===== src/rtl/song_sequencer.sv =====
// Autoplay source for the piano: plays a fixed Ode to Joy phrase from an internal ROM
// as a one-hot switch-equivalent vector, with start/stop/loop control and busy/done status.
module song_sequencer #(
    parameter int unsigned UNIT_TICKS = 25_000_000,
    parameter int unsigned GAP_TICKS  = 2_500_000
) (
    input  logic       CLK,
    input  logic       RESET_N,
    input  logic       start,
    input  logic       stop,
    input  logic       loop_en,
    output logic [7:0] sw_out,
    output logic [3:0] note_idx,
    output logic       busy,
    output logic       done
);

    localparam int unsigned CW       = $clog2(4 * UNIT_TICKS);
    localparam logic [3:0]  LAST_IDX = 4'd14;

    localparam logic [7:0] N_C4 = 8'b1000_0000;
    localparam logic [7:0] N_D  = 8'b0100_0000;
    localparam logic [7:0] N_E  = 8'b0010_0000;
    localparam logic [7:0] N_F  = 8'b0001_0000;
    localparam logic [7:0] N_G  = 8'b0000_1000;

    typedef enum logic [1:0] {IDLE, NOTE, GAP} state_t;

    // ROM entry: {one-hot note, duration in half-beat units}
    function automatic logic [10:0] rom_entry(input logic [3:0] idx);
        case (idx)
            4'd0, 4'd1, 4'd6, 4'd11: rom_entry = {N_E,  3'd2};
            4'd2, 4'd5:              rom_entry = {N_F,  3'd2};
            4'd3, 4'd4:              rom_entry = {N_G,  3'd2};
            4'd7, 4'd10:             rom_entry = {N_D,  3'd2};
            4'd8, 4'd9:              rom_entry = {N_C4, 3'd2};
            4'd12:                   rom_entry = {N_E,  3'd3};
            4'd13:                   rom_entry = {N_D,  3'd1};
            4'd14:                   rom_entry = {N_D,  3'd4};
            default:                 rom_entry = {8'h00, 3'd1};
        endcase
    endfunction

    state_t         state_q, state_d;
    logic [CW-1:0]  cnt_q, cnt_d;
    logic [7:0]     sw_q, sw_d;
    logic [3:0]     idx_q, idx_d;
    logic           busy_q, busy_d;
    logic           done_q, done_d;

    logic           load_note;
    logic [3:0]     load_idx;
    logic [10:0]    entry;

    assign entry = rom_entry(load_idx);

    always_comb begin
        state_d   = state_q;
        cnt_d     = cnt_q;
        sw_d      = sw_q;
        idx_d     = idx_q;
        busy_d    = busy_q;
        done_d    = 1'b0;
        load_note = 1'b0;
        load_idx  = '0;

        case (state_q)
            IDLE: begin
                sw_d   = '0;
                idx_d  = '0;
                busy_d = 1'b0;
                if (start && !stop) begin
                    load_note = 1'b1;
                end
            end
            NOTE: begin
                if (stop) begin
                    state_d = IDLE;
                    cnt_d   = '0;
                    sw_d    = '0;
                    idx_d   = '0;
                    busy_d  = 1'b0;
                end else if (cnt_q == '0) begin
                    state_d = GAP;
                    cnt_d   = CW'(GAP_TICKS - 1);
                    sw_d    = '0;
                end else begin
                    cnt_d = cnt_q - 1'b1;
                end
            end
            GAP: begin
                if (stop) begin
                    state_d = IDLE;
                    cnt_d   = '0;
                    idx_d   = '0;
                    busy_d  = 1'b0;
                end else if (cnt_q == '0) begin
                    if (idx_q < LAST_IDX) begin
                        load_note = 1'b1;
                        load_idx  = idx_q + 4'd1;
                    end else if (loop_en) begin
                        load_note = 1'b1;
                    end else begin
                        state_d = IDLE;
                        cnt_d   = '0;
                        idx_d   = '0;
                        busy_d  = 1'b0;
                        done_d  = 1'b1;
                    end
                end else begin
                    cnt_d = cnt_q - 1'b1;
                end
            end
            default: begin
                state_d = IDLE;
                cnt_d   = '0;
                sw_d    = '0;
                idx_d   = '0;
                busy_d  = 1'b0;
            end
        endcase

        // Audible part of a note is dur*UNIT_TICKS-GAP_TICKS cycles; the gap follows.
        if (load_note) begin
            state_d = NOTE;
            idx_d   = load_idx;
            sw_d    = entry[10:3];
            busy_d  = 1'b1;
            cnt_d   = CW'(entry[2:0]) * CW'(UNIT_TICKS) - CW'(GAP_TICKS) - CW'(1);
        end
    end

    always_ff @(posedge CLK or negedge RESET_N) begin
        if (!RESET_N) begin
            state_q <= IDLE;
            cnt_q   <= '0;
            sw_q    <= '0;
            idx_q   <= '0;
            busy_q  <= 1'b0;
            done_q  <= 1'b0;
        end else begin
            state_q <= state_d;
            cnt_q   <= cnt_d;
            sw_q    <= sw_d;
            idx_q   <= idx_d;
            busy_q  <= busy_d;
            done_q  <= done_d;
        end
    end

    assign sw_out   = sw_q;
    assign note_idx = idx_q;
    assign busy     = busy_q;
    assign done     = done_q;

endmodule


===== config.mk =====
export PLATFORM = sky130hd
export DESIGN_NAME = song_sequencer
export DESIGN_NICKNAME = d
export VERILOG_FILES = /design/src/rtl/song_sequencer.sv
export SDC_FILE = /design/constraint.sdc
export NUM_CORES = 1
export LEC_CHECK = 0
export CAP_MARGIN = 5
export CORE_UTILIZATION = 40
export CTS_CLUSTER_SIZE = 25
export DETAILED_ROUTE_END_ITERATION = 12
export GPL_ROUTABILITY_DRIVEN = 0
export PLACE_DENSITY = 0.61
export SYNTH_ARGS = -nofsm -noshare
export SYNTH_HDL_FRONTEND = slang
export SYNTH_SLANG_ARGS = --single-unit

===== constraint.sdc =====
create_clock -name CLK -period 7.1 [get_ports CLK]
set_input_delay 1.42 -clock CLK [delete_from_list [all_inputs] [get_ports CLK]]
set_output_delay 1.42 -clock CLK [all_outputs]
set_load 0.05 [all_outputs]

Yosys cells after proc, flatten, opt, wreduce, memory -nomap -nowiden. Memory sizes are Yosys's and may differ from the RTL's. Cells that the tools add are included.

Register bits: 43. Bits in read-only memories: 128. Bits of input ports: 5. Output and inout port bits: 14. Word-level logic and storage cells: 81. Memories: 1.

Memory list: (no name shown) (words 16, width 8, rd ports 1, clocked after Yosys merged registers in 0, wr ports 0, line 31) `case (idx)`.

Add/sub/neg operators: 4. $mul: 1. $lt $le $gt $ge: 1. Eq/ne operators: 11. Mux-type cells: 49. Reductions and logical operators: 8.

Operators by type and width (number): $mux 27 (7); $pmux 27 s3 (1); $sub 27x1->27 const B (2); $mux 4 (10); $logic_not 27->1 (1); $sub 27x22->27 const B (1); $mux 8 (3); $mul 3x19->21 const B (1); $mux 1 (16); $ne 4x4->1 const B (4); $pmux 8 s2 (1); $mux 2 (7); $ne 5x5->1 const B (2); $pmux 4 s2 (1); $pmux 2 s3 (1); $reduce_and 5->1 (1); $add 4x1->4 const B (1); $lt 4x4->1 const B (1); $ne 2x2->1 const B (2); $pmux 1 s2 (2); $reduce_and 4->1 (1); $ne 3x3->1 const B (1); $reduce_and 3->1 (1); $eq 2x1->1 const B (1); other kinds (5) (5).

Depth between registers and ports, before layout. An unclocked memory read counts as a cell.

Word-level depth: 10. Depth in mapped cells: 22. Gate-level depth less buffers: 22.

Least setup slack after synthesis. No wires, ideal clock.

Kind: input port to flip-flop. From: input stop. To: register cnt_q[23]. Library setup time: 131 ps. Data arrival time: 5535 ps. Required time: 6969 ps. Slack: 1434 ps. Stages: 18. Buffers on the path: 0. Cell sequence: nor2b_1 > and3_1 > nand3b_1 > ha_1 > nor2_1 > inv_1 > fa_1 > inv_1 > ha_1 > fa_1 > a211o_1 > a21oi_1 > or4_1 > o2111ai_1 > a211o_1 > a221oi_2 > xnor2_1 > o21ai_1.

Cells in the longest elaborated chain, start to end: 7. Elaborated cells on any way between the ends: 19. Classes of those cells: add/sub: 2; mul: 1; eq/ne: 3; mux: 9; reduce/logical: 3; memory: 1.

RTL lines: start, declared (line 10) `input logic stop,`; $mux 4 (line 92) `if (stop) begin`; $mux 4 (line 67) `case (state_q)`; $mem_v2 16x8; $mul 3x19->21 (line 129) `cnt_d = CW'(entry[2:0]) * CW'(UNIT_TICKS) - CW'(GAP_TICKS) - CW'(1);`; $sub 27x22->27 (line 129); $sub 27x1->27 (line 129); $mux 27 (line 124) `if (load_note) begin`; end signal, assigned (line 143) `cnt_q <= cnt_d;`; end, declared (line 45) `logic [CW-1:0] cnt_q, cnt_d;`.

Parallel ways exist; a longest one is shown, timed or not. A chain may end at the register's enable or synchronous reset.

Worst setup path in the final report. Same ends and word-level chain as after synthesis.

==> metrics.txt <==
status completed; max-slew headroom at the worst pin between 30 and 40%; io pins 19; drt pass-1 iters 4; hold crit path type reg2reg; clock root cell clkbuf_8; Initial DRC Count 240; die extent in x between 90 and 100 um; # setup viols final 0; Layout Skew 0.0102 ns; post-synth cell types between 60 and 70; Starting Density between 40% and 50%; Top FF cell, synth dfrtp_1; Syn. warnings 0; initial antenna violation count 0; Hold Fails Final Rpt 0; CTS resizes 0; fin crit period 6.48 ns; Worst Setup End Kind flip-flop; Die Area between 9000 and 10000 um^2; r2r worst-path depth 19; routed wire length between 10000 and 15000 um; peak supply drop roughly 100 uV; Mapped Area 3570 um^2; Clock transition at path regs around 0.090 ns; pwr dens 244 nW/um^2; RSZ-0062 raised after global routing no; share of cells above drive strength 1 around 5.9%; Synth async-reset ratio 100%; Worst-Skew Late Latency 0.30 ns; ANT nets after route 0; period utilisation layout roughly nine tenths; number of synthesized flops with an enable pin 0; Power Internal just over 0.5 mW; clk sinks 40; switching component of the power around 0.43 mW; clock group share of total power about 17%; Final HPWL DP approximately 7300 um; Vert. Die Dim around 96 um; hold_buf cts 0; postcts setup bufs 0; total number of vias ~3500; total of max-cap violations 0; Num CTS Buffers 5; CP arrival 6.63 ns; Worst Tran Pin Value 0.968 ns; Comb power frac 45.8%; fillcell total just over 900; WHS Path Cells 2; Post-Syn Instances 455; n_diodes 0; Clock Path Buffers 2; global-route wire length before repair about 16000 um; crit path max fanout 9; total core area ~8700 um^2; # DRC 0; GR Util All Layers 22.4%; Mean Syn Cell Area 7.84 um^2; Net count, final between 400 and 500; cell leakage power between 1.5 and 2 nW; TritonCTS clock tree built; sw frac a little under half; vias in the first global route 3138; fin. max-slew vios 0; kind of critical path in2reg; sequential fraction of the synthesis area ~28%; Setup TNS 0 ns; row count 34; Setup crit start kind input port; I/O Buffers 15; sequential share of power 36.8%; Avg WL per Cell about 18 um; P&R area growth vs syn 8.24%; Via density around 6.2; Worst Path Required between 7 and 8 ns; pin count of the biggest net entering global routing 41; htree depth 2; fmax between 0.15 and 0.2 GHz; Layout Utilization between 40% and 50%; total gr overflow 0; register bit total from synthesis 40
-- stage by stage --
stage / cell area [um^2] / total power [mW] / hold slack (ns) / cells / setup WS (ns)
2_1_floorplan: 3570 / 0.652 / 0.503 / 457 / 1.43
3_3_place_gp: 3770 / 0.769 / 0.461 / 559 / 0.511
3_5_place_dp: 3770 / 0.771 / 0.464 / 559 / 0.353
4_1_cts: 3860 / 0.936 / 0.486 / 567 / 0.647
5_1_grt: 3860 / 1.00 / 0.505 / 567 / 0.235
6_report: 3860 / 0.941 / 0.482 / 567 / 0.616
-- cells in the final DEF, fill, tap and decap left out, types with 5 or more instances in the layout --
master	instances
a211oi_1	8
a21o_1	6
a21oi_1	39
a31oi_1	10
buf_4	5
clkbuf_8	6
clkdlybuf4s50_1	14
dfrtp_1	40
ha_1	21
inv_1	22
mux2i_1	5
nand2_1	51
nand2b_1	6
nand3_1	10
nand4_1	5
nor2_1	34
nor3_1	19
nor4_1	10
o21ai_0	42
or3_1	5
xnor2_1	7
xor2_1	5
-- state kept, by name, indices dropped and copies added, names as in the netlist --
register  count
cnt_q        27
done          1
note_idx      4
busy          1
state_q       2
sw_out        5
-- path summary, 6_finish.rpt --
path	startpoint	to	slack, ns
min reg2reg	busy$_DFFE_PN0P_	busy$_DFFE_PN0P_	0.48
max in group asynchronous	RESET_N	cnt_q[17]$_DFFE_PN0P_	5.22
max	stop	cnt_q[23]$_DFFE_PN0P_	0.62
min in group asynchronous	RESET_N	cnt_q[13]$_DFFE_PN0P_	1.28
max reg2reg	cnt_q[11]$_DFFE_PN0P_	cnt_q[23]$_DFFE_PN0P_	1.13
min	busy$_DFFE_PN0P_	busy$_DFFE_PN0P_	0.48
-- cell families (layout without fill, tap and decap cells) --
family	after synthesis	count (layout)	share of synthesized area [%]
compound gates	149	149	26.5
xor+xnor	12	12	2.95
simple gates	174	174	25.4
buf+inv	49	51	5.89
mux	6	6	2.03
fa+ha+maj	24	24	9.05
other cells	1	3	0.105
flops	40	40	28.1
-- per-layer routing --
metal  routed length (um)  part of all wire, %  up-vias  track usage, %
met4                  161                  1.6        0            6.62
met2                 4530                   45      117            34.5
met5                    0                    0        -               0
met3                  538                  5.3       19            2.74
li1                     -                    -     1688               -
met1                 4930                   49     1697            32.6
-- power by group through the flow --
stage | Clock, mW | Combinational [mW] | Sequential, mW
2_1_floorplan | 0 | 0.317 | 0.336
3_3_place_gp | 0 | 0.421 | 0.348
3_5_place_dp | 0 | 0.424 | 0.347
4_1_cts | 0.166 | 0.425 | 0.345
5_1_grt | 0.173 | 0.473 | 0.355
6_report | 0.163 | 0.431 | 0.346
-- critical path, cell delays in order --
cell and delay (ns):
clkdlybuf4s50_1 0.52, nor2b_1 0.25, and3_1 0.29, nand3_1 0.24, inv_1 0.16, ha_1 0.28, nand2_1 0.15, fa_1 0.53
inv_1 0.08, ha_1 0.32, fa_1 0.50, a211o_1 0.32, a21oi_1 0.33, or4_1 0.23, o2111ai_1 0.19, a211o_1 0.34
a221oi_2 0.26, xnor2_1 0.15, o21ai_1 0.07
-- cells in the mapped netlist (all sizes together), types with 7 or more instances --
cell type | n | area [um^2]
dfrtp | 40 | 1000
nand2 | 51 | 191
nand3 | 11 | 60.1
xnor2 | 7 | 61.3
clkbuf | 20 | 75.1
a211oi | 9 | 72.6
nor3 | 19 | 95.1
o21ai | 44 | 220
inv | 23 | 86.3
nor2 | 35 | 139
a31oi | 10 | 62.6
nor4 | 11 | 83.8
ha | 21 | 263
a21oi | 39 | 195
-- cell type report --
type	instances	area [um^2]	area share (%)
flip-flops and latches	40	1000	25.9
repair buffers	20	183	4.73
well taps	108	135	3.50
clock buffers	6	82.6	2.14
multi-input cells	368	2360	61.2
inverters	23	86.3	2.24
clock inverters	2	10.0	0.259
(Power assumes the default switching activity.)
